**config.mk**
```make
export PLATFORM = sky130hd
export DESIGN_NAME = branch_resolve
export DESIGN_NICKNAME = d
export VERILOG_FILES = /design/src/rtl/branch_resolve.sv
export SDC_FILE = /design/constraint.sdc
export NUM_CORES = 1
export LEC_CHECK = 0
export ABC_CLOCK_PERIOD_IN_PS = 5900
export CAP_MARGIN = 30
export CELL_PAD_IN_SITES_DETAIL_PLACEMENT = 1
export CELL_PAD_IN_SITES_GLOBAL_PLACEMENT = 1
export CORE_MARGIN = 8
export CORE_UTILIZATION = 34
export CTS_CLUSTER_SIZE = 40
export DETAILED_ROUTE_END_ITERATION = 8
export GPL_ROUTABILITY_DRIVEN = 1
export PLACE_DENSITY = 0.92
export SYNTH_ARGS = -nofsm -noshare
export SYNTH_HDL_FRONTEND = slang
export SYNTH_SLANG_ARGS = --single-unit
```
**constraint.sdc**
```tcl
create_clock -name clk -period 5.9 [get_ports clk]
set_input_delay 1.77 -clock clk [delete_from_list [all_inputs] [get_ports clk]]
set_output_delay 1.77 -clock clk [all_outputs]
set_load 0.03 [all_outputs]
```
**src/rtl/branch_resolve.sv**
```systemverilog
// Execute-stage branch resolution: owns the architectural Z/S flags, evaluates
// conditional branches with same-edge flag bypass, and drives PC redirect/flush.
module branch_resolve #(
    parameter int PC_W         = 8,
    parameter int FLUSH_CYCLES = 2
) (
    input  logic            clk,
    input  logic            rst,
    input  logic            flag_we,
    input  logic            alu_zero,
    input  logic            alu_sign,
    input  logic            br_valid,
    input  logic [2:0]      br_cond,
    input  logic [PC_W-1:0] br_target,
    output logic            br_ready,
    output logic            redirect,
    output logic [PC_W-1:0] redirect_pc,
    output logic            flush,
    output logic            flag_z,
    output logic            flag_s,
    output logic [7:0]      taken_cnt
);

    localparam int CNT_W = $clog2(FLUSH_CYCLES + 1);

    typedef enum logic {
        IDLE,
        FLUSH
    } state_t;

    state_t           state;
    logic [CNT_W-1:0] flush_cnt;
    logic             eff_z;
    logic             eff_s;
    logic             cond_met;
    logic             take;

    // A flag write on this edge must be seen by a branch on the same edge.
    always_comb begin
        eff_z = flag_we ? alu_zero : flag_z;
        eff_s = flag_we ? alu_sign : flag_s;
    end

    always_comb begin
        cond_met = 1'b0;
        case (br_cond)
            3'b000:  cond_met = 1'b1;
            3'b001:  cond_met = eff_z;
            3'b010:  cond_met = !eff_z;
            3'b011:  cond_met = eff_s;
            3'b100:  cond_met = !eff_s;
            3'b101:  cond_met = eff_z | eff_s;
            3'b110:  cond_met = !eff_z & !eff_s;
            default: cond_met = 1'b0;
        endcase
    end

    assign br_ready = (state == IDLE);
    assign flush    = (state == FLUSH);
    assign take     = br_valid & br_ready & cond_met;

    // Everything arriving during FLUSH is wrong-path, so IDLE alone updates flags.
    always_ff @(posedge clk) begin
        if (rst) begin
            state       <= IDLE;
            flush_cnt   <= '0;
            redirect    <= 1'b0;
            redirect_pc <= '0;
            flag_z      <= 1'b0;
            flag_s      <= 1'b0;
            taken_cnt   <= 8'd0;
        end else begin
            redirect <= 1'b0;
            case (state)
                IDLE: begin
                    if (flag_we) begin
                        flag_z <= alu_zero;
                        flag_s <= alu_sign;
                    end
                    if (take) begin
                        redirect_pc <= br_target;
                        redirect    <= 1'b1;
                        flush_cnt   <= CNT_W'(FLUSH_CYCLES);
                        state       <= FLUSH;
                        if (taken_cnt != 8'hFF)
                            taken_cnt <= taken_cnt + 8'd1;
                    end
                end
                FLUSH: begin
                    if (flush_cnt == CNT_W'(1))
                        state <= IDLE;
                    flush_cnt <= flush_cnt - CNT_W'(1);
                end
                default: state <= IDLE;
            endcase
        end
    end

endmodule
```
==> flow_metrics.py, run 1 <==
metrics = {
    "route": {
        "drtIter0Drc": 62,
        "via_count": 1067,
        "top_layer_used": "met4",
        "drt_first_pass_iters": 4,
        "drc_errors": 0,
        "wirelength_mm": 3.148,
        "wl_per_cell_microns": 16.74,
        "route.met2.wl_mm": 1.519,
        "route.met3.wl_microns": 222,
        "drtAntennaViolNets": 0,
        "post_drt_via_cell_ratio": 5.676,
        "wl_met1_mm": 1.386,
    },
    "timing": {
        "setup_violations": 0,
        "max_slew_margin": 0.2616,
        "period_share": 0.6649,
        "min_period_ns": 3.923,
        "finalSetupTns_ns": 0,
        "skew_ns": 0.01305,
        "max_freq_mhz": 254.9,
        "hold_viol": 0,
        "tightest_slew_ns": 1.099,
        "rsz0062_at_grt": "false",
        "slew_viol_final": 0,
    },
    "cts": {
        "cts_tree": "built",
        "post_cts_resized": 0,
        "cts_buffers": 3,
        "clkTransAtPathRegs_ns": 0.12,
        "clock_latency_ns": 0.31,
        "h-tree-depth": 1,
        "cts_sinks": 22,
        "cts_buffer_depth": 2,
        "root_buffer": "clkbuf_4",
        "postCtsSetupBuffers": 0,
        "hold_buffers": 0,
    },
    "setup_path": {
        "critPathLaunchType": "input port",
        "path_class": "input port to flip-flop",
        "cp_max_fo": 11,
        "cp-end-kind": "flip-flop",
        "required_ns": 6.12,
        "arrival_ns": 4.14,
    },
    "die": {
        "dieHeight_microns": 71.80,
        "die-area_sq_mm": 0.005155,
        "start_util": 0.3525,
        "coreArea_sq_mm": 0.003003,
        "rows": 20,
        "die-width_microns": 71.80,
        "ios": 38,
    },
    "synthesis": {
        "synth_area_leader_cell": "dfxtp_1",
        "synth_area_leaders": "dfxtp_1 42%, a21oi_1 6.6%, nand3_1 5.7%, o21ai_1 4.7%, nand2b_1 4.1%",
        "synthXorXnorAreaFrac": 0,
        "synth_compound_area_frac": 0.2057,
        "synth_area_sq_mm": 0.001059,
        "postSynthRegisterBits": 22,
        "synth_simple_gate_area_frac": 0.2423,
        "synthesis.nets": 142,
        "muxShareOfSynthArea": 0.06265,
        "ys_seq_area_frac": 0.4161,
        "synth-adder-area-share": 0.02364,
        "yosysTopAreaCellShare": 0.4161,
        "synthCells": 123,
        "synth.avg_cell_area_sq_um": 8.606,
        "synth_top_family_by_area": "simple AND/OR/NAND/NOR gates",
        "ys_warn_count": 0,
        "ys_types": 31,
    },
    "grt": {
        "grt_max_degree": 26,
        "grt_first_pass_wirelength_mm": 5.202,
        "antenna_found_initial": 0,
        "grt_usage": 0.1233,
        "overflow": 0,
        "first_global_vias": 1110,
    },
    "power": {
        "ir_drop_v": 0.0001178,
        "finalPower_mw": 0.3131,
        "power_density_mw_per_mm2": 215.2,
        "leakagePower_nw": 0.5104,
    },
    "status": {
        "outcome": "completed",
    },
    "finish": {
        "diodes": 0,
        "nNetsFinal": 176,
        "drive_gt1_frac": 0.03871,
        "final_common_cell": "clkdlybuf4s50_1",
        "final_cell_mix": "37 x clkdlybuf4s50_1, 22 x dfxtp_1, 14 x a21oi_1",
        "nFillCells": 378,
        "area_delta_synth_final_pct": 37.47,
    },
    "placed_design": {
        "portBuffers": 37,
        "dpl.hpwl_mm": 2.442,
        "gp_congestion": 0.7203,
    },
    "flow_run": {
        "drv_cap": 0,
    },
    "min_path": {
        "hold_class": "flip-flop to flip-flop",
    },
}
-- through the flow --
stage	setup slack [ns]	utilization	cell area (sq um)	hold slack, ns	std cells
2_1_floorplan	2.528	-	1059	0.4574	123
5_1_grt	1.789	0.4846	1455	0.5263	188
3_5_place_dp	1.626	0.4771	1433	0.4870	185
3_3_place_gp	1.859	0.4771	1433	0.4677	185
6_report	1.977	0.4846	1455	0.5040	188
4_1_cts	1.977	0.4846	1455	0.5064	188
-- synthesized netlist by cell type --
master and instances:
o21bai_1 1, inv_1 4, mux2i_1 4, nand2b_1 7, a41o_1 1, o311ai_0 1, a21oi_1 14, or3_4 1
dfxtp_1 22, nor2_1 7, ha_1 2, mux2_1 1, and3_4 1, or3_1 2, mux2_4 1, and3_1 2
o211a_1 1, clkbuf_1 7, a31oi_1 1, o21ai_1 10, nand3_1 12, o31ai_1 4, a311oi_1 2, nand2_1 3
or4_1 4, buf_6 1, nor4_1 1, o211ai_1 1, and4_1 1, nor3_1 2, nor2b_1 2
-- cell type report --
| type | count | area, sq um | area share |
|---|---|---|---|
| timing repair buffer | 37 | 370.4 | 0.2545 |
| tap | 33 | 41.29 | 0.02837 |
| sequential | 22 | 440.4 | 0.3027 |
| clock buffer | 3 | 22.52 | 0.01548 |
| multi-input combinational | 89 | 565.5 | 0.3886 |
| inverter | 4 | 15.01 | 0.01032 |
-- logic make-up after synthesis --
family | after synthesis
flops | 22
simple gates | 45
mux | 6
compound gates | 36
buf+inv | 12
fa+ha+maj | 2
-- per-layer routing --
| metal | vias to the layer above | global-route usage |
|---|---|---|
| met5 | - | 0 |
| met4 | 0 | 0.02721 |
| met3 | 2 | 0.04045 |
| met2 | 36 | 0.2196 |
| met1 | 511 | 0.1377 |
| li1 | 518 | - |
-- registers in the layout (all words and copies together), names as in the netlist --
signal	cells
taken_cnt	8
redirect	1
flag_s	1
flush_cnt	2
redirect_pc	8
flush	1
flag_z	1
-- worst max-delay path, cell delays in order --
cell	delay, ns
clkdlybuf4s50_1	0.54
mux2i_1	0.30
o21ai_1	0.19
nor3_1	0.91
a31oi_1	0.17
a311oi_1	0.27
-- power breakdown --
part | switching [mW] | internal (mW)
clock network | 0.0422 | 0.0238
logic | 0.0468 | 0.0363
registers | 0.00686 | 0.157
-- path summary, 6_finish.rpt --
kind,start,endpoint,slack (ns),cells past startpoint
worst max-delay path,flag_we,taken_cnt[6],1.98,6
worst min-delay path,redirect_pc[2],redirect_pc[2],0.50,2
worst max register to register,flag_z,taken_cnt[6],3.72,5
worst min register to register,redirect_pc[2],redirect_pc[2],0.50,2
(Power assumes the default switching activity.)
==> run 2: changes to the inputs <==
==> config.mk (replaced) <==
export PLATFORM = sky130hd
export DESIGN_NAME = branch_resolve
export DESIGN_NICKNAME = d
export VERILOG_FILES = /design/src/rtl/branch_resolve.sv
export SDC_FILE = /design/constraint.sdc
export NUM_CORES = 1
export LEC_CHECK = 0
export ABC_CLOCK_PERIOD_IN_PS = 3330
export CAP_MARGIN = 30
export CELL_PAD_IN_SITES_DETAIL_PLACEMENT = 1
export CELL_PAD_IN_SITES_GLOBAL_PLACEMENT = 1
export CORE_MARGIN = 8
export CORE_UTILIZATION = 28
export CTS_CLUSTER_SIZE = 40
export DETAILED_ROUTE_END_ITERATION = 8
export GPL_ROUTABILITY_DRIVEN = 1
export PLACE_DENSITY = 0.82
export SYNTH_ARGS = -nofsm -noshare
export SYNTH_HDL_FRONTEND = slang
export SYNTH_SLANG_ARGS = --single-unit
==> constraint.sdc (replaced) <==
create_clock -name clk -period 3.33 [get_ports clk]
set_input_delay 0.999 -clock clk [delete_from_list [all_inputs] [get_ports clk]]
set_output_delay 0.999 -clock clk [all_outputs]
set_load 0.03 [all_outputs]
==> run 2 against run 1 <==
  * Total power grew 120%
  * Sequential share of layout area shrank 1.9 points
  * Design area grew 6.7%
  * Critical path depth is the same
  * Clock power grew to 3.7 times the previous value
  * Sequential power grew 77%
  * Die area grew 16%
  * Worst hold slack lost 0.013 ns
  * Global-route usage shrank 1.3 points
  * Via count grew 1.4%
  * Largest power group unchanged
==> flow_metrics.py, run 2 (synthesis results as in run 1) <==
metrics = {
    "placed_design": {
        "gp_congestion": 0.7998,
        "place_ws_ns": 0.1288,
        "portBuffers": 37,
        "dpl.hpwl_mm": 2.569,
        "dp.cells": 204,
    },
    "route": {
        "wl_per_cell_microns": 15.94,
        "drt_first_pass_iters": 4,
        "via_count": 1082,
        "drtAntennaViolNets": 0,
        "post_drt_via_cell_ratio": 5.202,
        "drc_errors": 0,
        "wirelength_mm": 3.315,
        "drtIter0Drc": 31,
    },
    "timing": {
        "fin_ws_ns": 0.3895,
        "setup_violations": 0,
        "max_slew_margin": 0.7345,
        "hold_viol": 0,
        "finalSetupTns_ns": 0,
        "max_freq_mhz": 340.1,
        "rsz0062_at_grt": "false",
        "tightest_slew_ns": 0.3983,
        "min_period_ns": 2.940,
        "period_share": 0.8830,
        "skew_ns": 0.003706,
        "slew_viol_final": 0,
    },
    "cts": {
        "clkTransAtPathRegs_ns": 0.08,
        "cts_sinks": 22,
        "h-tree-depth": 1,
        "postCtsSetupBuffers": 0,
        "cts_tree": "built",
        "root_buffer": "clkbuf_8",
        "hold_buffers": 0,
        "cts_buffers": 3,
        "cts_buffer_depth": 2,
        "clock_latency_ns": 0.26,
        "post_cts_resized": 0,
    },
    "die": {
        "coreArea_sq_mm": 0.003661,
        "die-area_sq_mm": 0.006004,
        "rows": 22,
        "ios": 38,
        "dieHeight_microns": 77.49,
        "die-width_microns": 77.49,
        "start_util": 0.2891,
    },
    "grt": {
        "first_global_vias": 1204,
        "antenna_found_initial": 0,
        "grt_max_degree": 26,
        "overflow": 0,
        "grt_usage": 0.1100,
        "grt_first_pass_wirelength_mm": 5.671,
    },
    "setup_path": {
        "arrival_ns": 3.09,
        "reg2reg_slack_ns": 1.36,
        "required_ns": 3.47,
        "reg2reg_to": "taken_cnt[5]",
        "reg2reg_depth": 5,
        "path_class": "input port to flip-flop",
        "critPathLaunchType": "input port",
        "r2r_start": "taken_cnt[0]",
        "cp-end-kind": "flip-flop",
        "cp_max_fo": 11,
    },
    "power": {
        "power_density_mw_per_mm2": 443.7,
        "ir_drop_v": 0.0001893,
        "leakagePower_nw": 0.5517,
        "finalPower_mw": 0.6890,
    },
    "finish": {
        "diodes": 0,
        "finalNonFillerCells": 208,
        "final_common_cell": "clkdlybuf4s50_1",
        "top_regs": "redirect_pc x8, taken_cnt x8, flush_cnt x2",
        "final_cell_mix": "37 x clkdlybuf4s50_1, 22 x dfxtp_1, 14 x a21oi_1",
        "drive_gt1_frac": 0.06875,
        "area_delta_synth_final_pct": 46.69,
        "nNetsFinal": 180,
    },
    "min_path": {
        "hold_class": "flip-flop to flip-flop",
        "min_from": "redirect_pc[5]",
        "hold_path_end": "redirect_pc[5]",
        "whs_path_depth": 2,
    },
    "flow_run": {
        "drv_cap": 0,
    },
    "status": {
        "outcome": "completed",
    },
}
[run 2: final cells by class]
cell class	count	area (sq um)
Clock buffer	3	41.29
Clock inverter	1	30.03
Fill cell	430	2108
Inverter	4	15.01
Multi-Input combinational cell	89	565.5
Sequential cell	22	440.4
Tap cell	48	60.06
Timing Repair Buffer	41	400.4
[run 2: worst max path at each step]
stage | from | endpoint | slack (ns) | cells after the start
2_1_floorplan | flag_we | taken_cnt[4] | 0.73 | 6
3_3_place_gp | flag_we | taken_cnt[7] | 0.22 | 6
3_5_place_dp | flag_we | taken_cnt[5] | 0.13 | 6
4_1_cts | flag_we | taken_cnt[4] | 0.40 | 6
5_1_grt | flag_we | taken_cnt[4] | 0.26 | 6
6_report | flag_we | taken_cnt[5] | 0.39 | 6
[run 2: power by group]
part,switching [mW],internal (mW)
combinational,0.0846,0.0692
clock,0.0848,0.160
sequential,0.0118,0.278
[run 2: routing by layer]
layer	global-route usage	up-vias	share of wire
li1	-	528	-
met1	0.1237	519	0.41
met2	0.1955	33	0.51
met3	0.03687	2	0.074
met4	0.02453	0	0.0097
met5	0	-	0
[run 2: through the flow]
stage | area, sq um | util | hold slack [ns]
floorplan | 1059 | - | 0.4574
global placement | 1481 | 0.4046 | 0.4668
detailed placement | 1481 | 0.4046 | 0.4846
CTS | 1553 | 0.4241 | 0.4973
global route | 1553 | 0.4241 | 0.5278
finish | 1553 | 0.4241 | 0.4915
[run 2: critical path, cell delays in order]
cell             delay, ns
clkdlybuf4s50_1       0.54
mux2i_1               0.31
o21ai_1               0.18
or3_4                 0.48
nor3_1                0.23
mux2_1                0.36
==> run 3: changes to the inputs <==
--- a/config.mk
+++ b/config.mk
@@ -9,12 +9,13 @@
 export CAP_MARGIN = 30
 export CELL_PAD_IN_SITES_DETAIL_PLACEMENT = 1
 export CELL_PAD_IN_SITES_GLOBAL_PLACEMENT = 1
-export CORE_MARGIN = 8
+export CORE_MARGIN = 2
 export CORE_UTILIZATION = 28
 export CTS_CLUSTER_SIZE = 40
 export DETAILED_ROUTE_END_ITERATION = 8
 export GPL_ROUTABILITY_DRIVEN = 1
 export PLACE_DENSITY = 0.82
+export SLEW_MARGIN = 20
 export SYNTH_ARGS = -nofsm -noshare
 export SYNTH_HDL_FRONTEND = slang
 export SYNTH_SLANG_ARGS = --single-unit
==> run 3 against run 2 <==
  * Non-clock buffer count is the same
  * Largest power group unchanged
  * Total power shrank 7.7%
  * Combinational power is essentially flat
  * Utilization shrank 0.44 points
  * Critical path type unchanged
==> flow_metrics.py, run 3 (synthesis results as in run 1) <==
metrics = {
    "status": {
        "outcome": "completed",
    },
    "power": {
        "power_density_mw_per_mm2": 413.8,
        "ir_drop_v": 0.0001648,
        "switchingPower_mw": 0.1831,
        "clockPowerShare": 0.302,
        "leakagePower_nw": 0.5448,
        "seqPwrFrac": 0.457,
        "switching_share": 0.2880,
        "power_frac_comb": 0.241,
        "finalPower_mw": 0.6358,
        "intPower_mw": 0.4527,
    },
    "die": {
        "die-width_microns": 65.49,
        "ios": 38,
        "dieHeight_microns": 65.49,
        "die-area_sq_mm": 0.004288,
        "coreArea_sq_mm": 0.003661,
        "start_util": 0.2891,
        "rows": 22,
    },
    "setup_path": {
        "cp-startpoint": "flag_we",
        "path_class": "input port to flip-flop",
        "arrival_ns": 3.16,
        "cp-end-kind": "flip-flop",
        "required_ns": 3.53,
        "r2r_start": "taken_cnt[0]",
        "reg2reg_to": "taken_cnt[7]",
        "reg2reg_slack_ns": 1.33,
        "cp_cell_sequence": "clkdlybuf4s50_1 -> mux2i_1 -> o21ai_1 -> or3_4 -> or4_1 -> a21oi_1",
        "cp_slowest_cell": "clkdlybuf4s50_1",
        "cp_max_fo": 11,
        "reg2reg_depth": 5,
        "cpPeakStageDelay_ns": 0.53,
        "critPathLaunchType": "input port",
    },
    "min_path": {
        "hold_class": "flip-flop to flip-flop",
        "hold_path_end": "redirect_pc[0]",
        "min_from": "redirect_pc[0]",
        "whs_path_depth": 2,
    },
    "route": {
        "drtAntennaViolNets": 0,
        "wl_per_cell_microns": 15.12,
        "drt_first_pass_iters": 4,
        "drtIter0Drc": 28,
        "post_drt_via_cell_ratio": 5.197,
        "via_count": 1081,
        "drc_errors": 0,
        "wirelength_mm": 3.145,
    },
    "timing": {
        "hold_viol": 0,
        "min_period_ns": 2.959,
        "fin_ws_ns": 0.3709,
        "skew_ns": 0.002490,
        "period_share": 0.8886,
        "setup_violations": 0,
        "tightest_slew_ns": 0.4218,
        "max_freq_mhz": 337.9,
        "max_slew_margin": 0.7188,
        "finalSetupTns_ns": 0,
        "rsz0062_at_grt": "false",
        "slew_viol_final": 0,
    },
    "placed_design": {
        "place_ws_ns": 0.08699,
        "dpl.hpwl_mm": 2.393,
        "gp_congestion": 0.7874,
        "portBuffers": 37,
    },
    "finish": {
        "final_cell_mix": "37 x clkdlybuf4s50_1, 22 x dfxtp_1, 14 x a21oi_1",
        "top_regs": "redirect_pc x8, taken_cnt x8, flush_cnt x2",
        "final_common_cell": "clkdlybuf4s50_1",
        "final_util": 0.4197,
        "diodes": 0,
        "nNetsFinal": 180,
        "area_delta_synth_final_pct": 45.15,
        "drive_gt1_frac": 0.06875,
    },
    "grt": {
        "grt_max_degree": 26,
        "grt_first_pass_wirelength_mm": 5.313,
        "overflow": 0,
        "first_global_vias": 1171,
        "use_met2": 0.2972,
        "globalRouteMet3Util": 0.03425,
        "grt_usage": 0.1605,
        "antenna_found_initial": 0,
        "grt_busiest_layer": "met2",
        "grt_use_met1": 0.1773,
    },
    "flow_run": {
        "drv_cap": 0,
    },
    "cts": {
        "clock_latency_ns": 0.26,
        "hold_buffers": 0,
        "cts_buffer_depth": 2,
        "cts_tree": "built",
        "cts_sinks": 22,
        "root_buffer": "clkbuf_8",
        "h-tree-depth": 1,
        "cts_buffers": 3,
        "postCtsSetupBuffers": 0,
        "clkTransAtPathRegs_ns": 0.08,
        "post_cts_resized": 0,
    },
}
## run 3: cell count changes in the layout (fill, tap and decap cells not counted)
cell,delta
bufinv_16,-1
clkbuf_8,+1
## run 3: critical path: cells and delay by family
family | cells | cell delay [ns]
and+or+nand+nor | 2 | 0.97
buffers and inverters | 1 | 0.53
AOI/OAI and AO/OA | 2 | 0.34
muxes | 1 | 0.32
## run 3: layout make-up
type / instances / area (sq um)
Fill cell: 450 / 2125
Multi-Input combinational cell: 89 / 565.5
Sequential cell: 22 / 440.4
Timing Repair Buffer: 41 / 400.4
Tap cell: 48 / 60.06
Clock buffer: 4 / 55.05
Inverter: 4 / 15.01
## run 3: through the flow
| step | cell area, sq um | instances | hold slack, ns |
|---|---|---|---|
| after floorplan | 1059 | 123 | 0.4574 |
| after global placement | 1481 | 204 | 0.4677 |
| after detailed placement | 1481 | 204 | 0.4771 |
| after CTS | 1536 | 208 | 0.4935 |
| after global routing | 1536 | 208 | 0.5249 |
| final | 1536 | 208 | 0.4881 |
## run 3: how the worst max path moves through the flow
| stage | to | cells after the start |
|---|---|---|
| 2_1_floorplan | taken_cnt[4] | 6 |
| 3_3_place_gp | taken_cnt[7] | 6 |
| 3_5_place_dp | taken_cnt[7] | 6 |
| 4_1_cts | taken_cnt[7] | 6 |
| 5_1_grt | taken_cnt[7] | 6 |
| 6_report | taken_cnt[7] | 6 |
## run 3: routing by layer
layer / routed length, microns / vias up / share of wire
li1: - / 522 / -
met2: 1673 / 31 / 0.53
met3: 176 / 5 / 0.056
met5: 0 / - / 0
met4: 57 / 0 / 0.018
met1: 1239 / 523 / 0.39
## run 3: power by group through the flow
stage	clock, mW	combinational (mW)	sequential, mW
final	0.192	0.153	0.291
after global routing	0.212	0.166	0.293
after CTS	0.195	0.155	0.291
after detailed placement	0	0.154	0.297
after global placement	0	0.147	0.296
after floorplan	0	0.0650	0.318
